**src/rtl/branch_predict_unit_if.sv**
```systemverilog
// branch_predict_unit_if: predictor bus; master (pipeline) drives if_pc/res_*, slave (unit) returns pred_taken, br, mispredict, br_count, miss_count
interface branch_predict_unit_if #(
  parameter int WIDTH = 32
);
  logic [31:0] if_pc;
  logic pred_taken;
  logic res_valid;
  logic res_stall;
  logic [31:0] res_pc;
  logic [WIDTH-1:0] res_a;
  logic [WIDTH-1:0] res_b;
  logic [2:0] res_op;
  logic res_pred;
  logic br;
  logic mispredict;
  logic [31:0] br_count;
  logic [31:0] miss_count;
  modport master (
    output if_pc, res_valid, res_stall, res_pc, res_a, res_b, res_op, res_pred,
    input pred_taken, br, mispredict, br_count, miss_count
  );
  modport slave (
    input if_pc, res_valid, res_stall, res_pc, res_a, res_b, res_op, res_pred,
    output pred_taken, br, mispredict, br_count, miss_count
  );
endinterface

```
**src/rtl/branch_predict_unit.sv**
```systemverilog
// branch_predict_unit: bimodal 2-bit predictor + signed branch comparator; ports clk, reset (async high), bus (slave: lookup, resolve, br/mispredict, saturating stats)
module branch_predict_unit #(
  parameter int WIDTH = 32,
  parameter int IDX_BITS = 6
) (
  input logic clk,
  input logic reset,
  branch_predict_unit_if.slave bus
);
  localparam int DEPTH = 1 << IDX_BITS;
  logic [1:0] tbl [DEPTH];
  logic [IDX_BITS-1:0] lidx, ridx;
  logic signed [WIDTH-1:0] a, b;
  logic accept, taken, train, br_q, miss_q, miss;
  logic [1:0] cnt, cnt_nxt;
  logic [31:0] br_cnt, miss_cnt;
  assign lidx = bus.if_pc[IDX_BITS+1:2];
  assign ridx = bus.res_pc[IDX_BITS+1:2];
  assign a = bus.res_a;
  assign b = bus.res_b;
  assign accept = bus.res_valid & ~bus.res_stall;
  assign train = accept & (bus.res_op < 3'd6);
  assign miss = taken != bus.res_pred;
  assign cnt = tbl[ridx];
  assign cnt_nxt = taken ? (cnt == 2'b11 ? cnt : cnt + 2'd1) : (cnt == 2'b00 ? cnt : cnt - 2'd1);
  assign bus.pred_taken = tbl[lidx][1];
  assign bus.br = br_q;
  assign bus.mispredict = miss_q;
  assign bus.br_count = br_cnt;
  assign bus.miss_count = miss_cnt;
  always_comb begin
    taken = 1'b0;
    case (bus.res_op)
      3'd0: taken = a == b;
      3'd1: taken = a != b;
      3'd2: taken = a < 0;
      3'd3: taken = a <= 0;
      3'd4: taken = a > 0;
      3'd5: taken = a >= 0;
      3'd6: taken = 1'b1;
      default: taken = 1'b0;
    endcase
  end
  always_ff @(posedge clk or posedge reset) begin
    if (reset) begin
      for (int i = 0; i < DEPTH; i++) tbl[i] <= 2'b01;
      br_q <= 1'b0;
      miss_q <= 1'b0;
      br_cnt <= '0;
      miss_cnt <= '0;
    end else begin
      miss_q <= accept & miss;
      if (accept) begin
        br_q <= taken;
        br_cnt <= br_cnt + {31'd0, ~&br_cnt};
        miss_cnt <= miss_cnt + {31'd0, miss & ~&miss_cnt};
      end
      if (train) tbl[ridx] <= cnt_nxt;
    end
  end
endmodule

```
**src/flat_wrapper.sv**
```systemverilog
// flat-port wrapper written by rule: the top's interface ports become plain ports
module branch_predict_unit_flat 
#(
  parameter int WIDTH = 32,
  parameter int IDX_BITS = 6
)
  (clk, reset, bus_if_pc, bus_res_valid, bus_res_stall, bus_res_pc, bus_res_a, bus_res_b, bus_res_op, bus_res_pred, bus_pred_taken, bus_br, bus_mispredict, bus_br_count, bus_miss_count);
  branch_predict_unit_if #(.WIDTH(WIDTH)) bus_i ();
  input logic clk;
  input logic reset;
  input wire logic [$bits(bus_i.if_pc)-1:0] bus_if_pc;
  input wire logic [$bits(bus_i.res_valid)-1:0] bus_res_valid;
  input wire logic [$bits(bus_i.res_stall)-1:0] bus_res_stall;
  input wire logic [$bits(bus_i.res_pc)-1:0] bus_res_pc;
  input wire logic [$bits(bus_i.res_a)-1:0] bus_res_a;
  input wire logic [$bits(bus_i.res_b)-1:0] bus_res_b;
  input wire logic [$bits(bus_i.res_op)-1:0] bus_res_op;
  input wire logic [$bits(bus_i.res_pred)-1:0] bus_res_pred;
  output wire logic [$bits(bus_i.pred_taken)-1:0] bus_pred_taken;
  output wire logic [$bits(bus_i.br)-1:0] bus_br;
  output wire logic [$bits(bus_i.mispredict)-1:0] bus_mispredict;
  output wire logic [$bits(bus_i.br_count)-1:0] bus_br_count;
  output wire logic [$bits(bus_i.miss_count)-1:0] bus_miss_count;
  assign bus_i.if_pc = bus_if_pc;
  assign bus_i.res_valid = bus_res_valid;
  assign bus_i.res_stall = bus_res_stall;
  assign bus_i.res_pc = bus_res_pc;
  assign bus_i.res_a = bus_res_a;
  assign bus_i.res_b = bus_res_b;
  assign bus_i.res_op = bus_res_op;
  assign bus_i.res_pred = bus_res_pred;
  assign bus_pred_taken = bus_i.pred_taken;
  assign bus_br = bus_i.br;
  assign bus_mispredict = bus_i.mispredict;
  assign bus_br_count = bus_i.br_count;
  assign bus_miss_count = bus_i.miss_count;
  branch_predict_unit #(.WIDTH(WIDTH), .IDX_BITS(IDX_BITS)) u_core (.clk(clk), .reset(reset), .bus(bus_i));
endmodule
```
**config.mk**
```make
export PLATFORM = sky130hd
export DESIGN_NAME = branch_predict_unit_flat
export DESIGN_NICKNAME = d
export VERILOG_FILES = /design/src/rtl/branch_predict_unit_if.sv /design/src/rtl/branch_predict_unit.sv /design/src/flat_wrapper.sv
export SDC_FILE = /design/constraint.sdc
export NUM_CORES = 1
export LEC_CHECK = 0
export BUFFER_PORTS_ARGS = -buffer_cell sky130_fd_sc_hd__buf_2
export CAP_MARGIN = 10
export CORE_MARGIN = 2
export CORE_UTILIZATION = 35
export DETAILED_ROUTE_END_ITERATION = 8
export GPL_ROUTABILITY_DRIVEN = 0
export HOLD_SLACK_MARGIN = 0.1
export PLACE_DENSITY = 0.64
export RECOVER_POWER = 100
export SLEW_MARGIN = 15
export SYNTH_ARGS = -nofsm -noshare
export SYNTH_HDL_FRONTEND = slang
export SYNTH_SLANG_ARGS = --single-unit
export TNS_END_PERCENT = 10
```
**constraint.sdc**
```tcl
create_clock -name clk -period 12.65 [get_ports clk]
set_clock_uncertainty 0.1 [all_clocks]
set_input_delay 1.265 -clock clk [delete_from_list [all_inputs] [get_ports clk]]
set_output_delay 1.265 -clock clk [all_outputs]
set_load 0.01 [all_outputs]
```
; After elaboration in Yosys (flattened, before gate mapping)
; Index checks and enable logic that the tools add are counted.
[op_classes]
n_eq_ne = 10
add_sub_neg = 4
order_cmp = 8
n_mux = 13
reduce_logical = 7
bitwise = 7
[ops]
columns = cell, count
row1 = 128-bit bitwise mux, 1
row2 = 32-bit by 1-bit adder with 32-bit output, 2
row3 = 32-bit AND reduction, 2
row4 = 32-bit == test, 1
row5 = 32-bit by 1-bit greater-or-equal comparator with 1-bit output (second input constant), 1
row6 = 32-bit by 1-bit > comparator with 1-bit output (second input constant), 1
row7 = 32-bit by 1-bit less-or-equal comparator with 1-bit output (second input constant), 1
row8 = 32-bit by 1-bit < comparator with 1-bit output (second input constant), 1
row9 = 32-bit != test, 1
row10 = 2-bit binary-select mux with 6-bit select, 2
row11 = 2-bit 2-to-1 mux, 8
row12 = 7-bit greater-or-equal comparator (second input constant), 2
row13 = 6-bit inverter with 7-bit output, 2
row14 = 2-bit demux with 6-bit select, 1
row15 = 3-bit == test (second input constant), 3
row16 = 7-bit by 1-bit < comparator with 1-bit output (second input constant), 1
row17 = 1-bit case mux with 7 select lines, 1
row18 = 3-bit by 2-bit == test with 1-bit output (second input constant), 2
row19 = 1-bit bitwise AND, 4
row20 = 3-bit by 1-bit == test with 1-bit output (second input constant), 1
row21 = 3-bit zero test, 1
row22 = 3-bit < comparator (second input constant), 1
row23 = 2-bit by 1-bit adder with 2-bit output (second input constant), 1
row24 = 2-bit == test (second input constant), 1
row25 = other kinds (6), 7
[totals]
out_inout_bits = 67
input_bits = 136
ff_bits = 194
word_cells = 117

; Depth between registers and ports, before layout
[depth]
word_depth = 8
ltp_mapped = 15
mapped_depth_nobuf = 15

; Least setup slack after synthesis
; Ideal clock, no wire load.
[synth_path]
path_type = in2out
startpoint = input bus_if_pc[2]
endpoint = output bus_pred_taken
n_path_buf = 2
setup_slack_ps = 7580
arrival_time_ps = 3705
required_ps = 11285
cell_stages = 5
cell_sequence = clkbuf_1 -> buf_1 -> mux4_2 -> mux4_2 -> mux4_2
[synth_via]
elab_chain_len = 4
[synth_lines]
columns = item, line
row1 = from (decl), flat_wrapper.sv:11  ; input wire logic [$bits(bus_i.if_pc)-1:0] bus_if_pc;
row2 = 6-bit inverter with 7-bit output (implied by the code), branch_predict_unit.sv:26  ; assign bus.pred_taken = tbl[lidx][1];
row3 = 2-bit binary-select mux with 6-bit select, branch_predict_unit.sv:26
row4 = 2-bit 2-to-1 mux (implied by the code) (2 in series), branch_predict_unit.sv:26
row5 = to (decl), flat_wrapper.sv:19  ; output wire logic [$bits(bus_i.pred_taken)-1:0] bus_pred_taken;
; No other way between the ends. The select of a mux whose other input is x is not followed.

==> impl_metrics.py <==
metrics = {
    "synthesis": {
        "synth-edff-count": 0,
        "synthTopCellsByArea": "dfrtp_1, dfstp_2, o31ai_1",
        "yosysSeqAreaShare": 0.478,
        "ys.flop_type": "dfrtp_1",
        "synth_cell_types": 52,
        "synth_top_area_cell": "dfrtp_1",
        "syn_avg_cell_area_um2": 10.3,
        "ys_ff_latch": 194,
        "async_reset_ff_frac": 1.00,
        "yosysWarnings": 0,
        "synth_fp_nets": 1145,
        "netlist_area_um2": 10300,
        "yosysTopAreaCellShare": 0.315,
        "synthCells": 1005,
    },
    "power": {
        "total_leakage_power_nw": 4.71,
        "netSwitchingPower_w": 0.000403,
        "p_per_area_nw_per_um2": 125,
        "p_int_w": 0.00109,
        "finalPower_w": 0.00149,
        "switching_share": 0.269,
        "pwr-share-comb": 0.131,
        "p_seq_frac": 0.467,
        "power_frac_clock": 0.402,
        "ir_worst_vdd_v": 0.0000915,
    },
    "floorplan": {
        "die_h_um": 176,
        "die_w_um": 176,
        "rows": 62,
        "fp.dieArea_um2": 30900,
        "io_pins": 203,
        "coreArea_um2": 28900,
        "start_util": 0.358,
    },
    "place": {
        "dp_hpwl_mm": 18.6,
        "pre_cts_slack_ns": 6.88,
        "dpl-instance-area_um2": 11400,
        "port_buffers": 150,
    },
    "final_layout": {
        "num_antenna_cells": 0,
        "syn_to_final_growth_pct": 15.7,
        "finalNetCount": 1271,
        "fillCellCount": 2829,
        "layout-drive-gt1-share": 0.211,
        "design_area_um2": 11900,
    },
    "clocking": {
        "cts_sinks": 194,
        "clk_pin_slew_worst_paths_ns": 0.07,
        "cts_tree": "yes",
        "clockBufferDepth": 2,
        "cts.htree.levels": 4,
        "cts_buffers": 17,
        "clk_latency_ns": 0.44,
        "root_buffer": "clkbuf_16",
        "ctsResizeCount": 0,
        "postCtsSetupBuffers": 0,
        "ctsHoldBuffers": 0,
    },
    "global_route": {
        "grt_antenna_before_repair": 1,
        "grt_use_total": 0.186,
        "grt_first_pass_wirelength_mm": 45.5,
        "grt_max_degree": 134,
        "grt_pass1_vias": 8310,
        "overflow": 0,
    },
    "setup_path": {
        "crit_arrival_ns": 7.24,
        "crit_path_cell_trace": "buf_2 -> clkinvlp_2 -> clkbuf_1",
        "critPathLaunchType": "input port",
        "cp_slowest_cell": "clkinvlp_2",
        "critPathMaxStageDelay_ns": 3.21,
        "critPathKind": "in -> async",
        "endpoint_kind": "async pin",
        "required_ns": 12.32,
        "crit_fanout": 133,
    },
    "status": {
        "outcome": "complete, but fails checks",
        "violations": "capacitance limit, slew limit",
    },
    "route": {
        "vias_per_cell": 5.52,
        "routed_wl_mm": 28.2,
        "wl_per_cell_um": 18.5,
        "first_iter_violations": 708,
        "drtAntennaViolNets": 0,
        "vias": 8440,
        "drt-pass1-iter-count": 5,
        "drc_errors": 0,
    },
    "timing": {
        "finalMaxSlewViolations": 264,
        "setup_viol": 0,
        "fin_crit_ns": 7.57,
        "rsz0062_at_grt": "no",
        "period_share": 0.599,
        "worst_pin_slew_ns": 5.76,
        "setup_tns_ns": 0,
        "fmax_mhz": 132,
        "slew_headroom": -2.86,
        "fin_ws_ns": 5.08,
        "hold_viol": 0,
    },
    "flow_run": {
        "max_cap_viol_count": 4,
    },
    "hold_path": {
        "hold_class": "reg -> reg",
    },
}
## cell type report
type | count | area [um2] | share of cell area
clock buffers | 19 | 443 | 0.0371
clock inverters | 13 | 206 | 0.0173
inverters | 9 | 35.0 | 0.00293
multi-input cells | 748 | 5100 | 0.427
flip-flops and latches | 194 | 4930 | 0.413
well taps | 384 | 480 | 0.0402
repair buffers | 161 | 744 | 0.0623
## power by group through the flow
stage / clock network [W] / registers [W] / logic (W)
final: 0.000601 / 0.000698 / 0.000196
after global routing: 0.000638 / 0.000704 / 0.000216
after CTS: 0.000614 / 0.000697 / 0.000200
after detailed placement: 0 / 0.000708 / 0.000200
after global placement: 0 / 0.000706 / 0.000197
after floorplan: 0 / 0.000706 / 0.000128
## through the flow
stage	hold slack (ns)	utilization	instances
6_report	0.368	0.414	1528
5_1_grt	0.385	0.414	1528
4_1_cts	0.370	0.418	1528
3_5_place_dp	0.360	0.395	1496
3_3_place_gp	0.356	0.395	1496
2_1_floorplan	0.349	-	1005
## final timing paths
| path | from | end | slack [ns] | cells after the start |
|---|---|---|---|---|
| max | reset | u_core.tbl[11] | 5.08 | 3 |
| min reg2reg | u_core.tbl[98] | u_core.tbl[98] | 0.37 | 2 |
| max reg2reg | u_core.tbl[95] | u_core.tbl[103] | 6.78 | 8 |
| max in group clk | bus_res_pc[4] | u_core.tbl[103] | 5.62 | 10 |
| min in group asynchronous | reset | u_core.bus.br_count[0] | 2.54 | 2 |
| min | u_core.tbl[98] | u_core.tbl[98] | 0.37 | 2 |
## routing by layer
layer | global-route usage | up-vias | wire length [um]
met5 | 0 | - | 0
met4 | 0.0585 | 0 | 541
met3 | 0.0519 | 38 | 2160
met2 | 0.287 | 292 | 12900
met1 | 0.254 | 4162 | 12700
li1 | - | 3948 | -
## cell usage after synthesis (all sizes together), types with 12 or more instances
master and instances:
nand2 243, nand4 25, buf 28, dfstp 64, xnor2 80, mux4 28, mux2 20, nand3 34
mux2i 13, nor4 19, o21ai 12, o31ai 128, clkbuf 26, dfrtp 130, nor2 30, xor2 13
## logic make-up (layout without fill, tap and decap cells)
group           Yosys count  count (layout)  share of synthesized area
fa+ha+maj                 4               4                    0.00485
buf+inv                  63             202                     0.0296
mux                      61              61                     0.0955
flops                   194             194                      0.478
xor+xnor                 93              93                     0.0789
simple gates            400             400                      0.175
compound gates          190             190                      0.138
## sequential cells by signal, indices dropped and copies added, names as in the netlist
name                   cells
u_core.bus.br              1
u_core.bus.br_count       32
u_core.bus.mispredict      1
u_core.bus.miss_count     32
u_core.tbl               128
## worst max-delay path, delay by kind of cell
kind | cells | cell delay [ns]
buf+inv | 3 | 5.92
## layout by cell type, fill, tap and decap left out, types with 3 or more instances in the layout
cell type,count
a21oi_1,5
a221oi_1,10
a22o_1,3
a22oi_1,6
and3_1,10
and3b_1,3
and4_1,6
buf_2,82
buf_4,10
bufinv_16,5
clkbuf_1,70
clkbuf_16,17
clkinv_2,3
dfrtp_1,130
dfstp_2,64
ha_1,4
inv_1,8
mux2_2,19
mux2i_1,13
mux4_2,28
nand2_1,243
nand2b_1,3
nand3_1,34
nand3b_1,4
nand4_1,25
nor2_1,30
nor2b_1,5
nor3_1,8
nor4_1,19
o21ai_0,12
o22ai_1,7
o2bb2ai_1,3
o31ai_1,128
xnor2_1,80
xor2_1,13
Power figures use the tool's default switching activity.
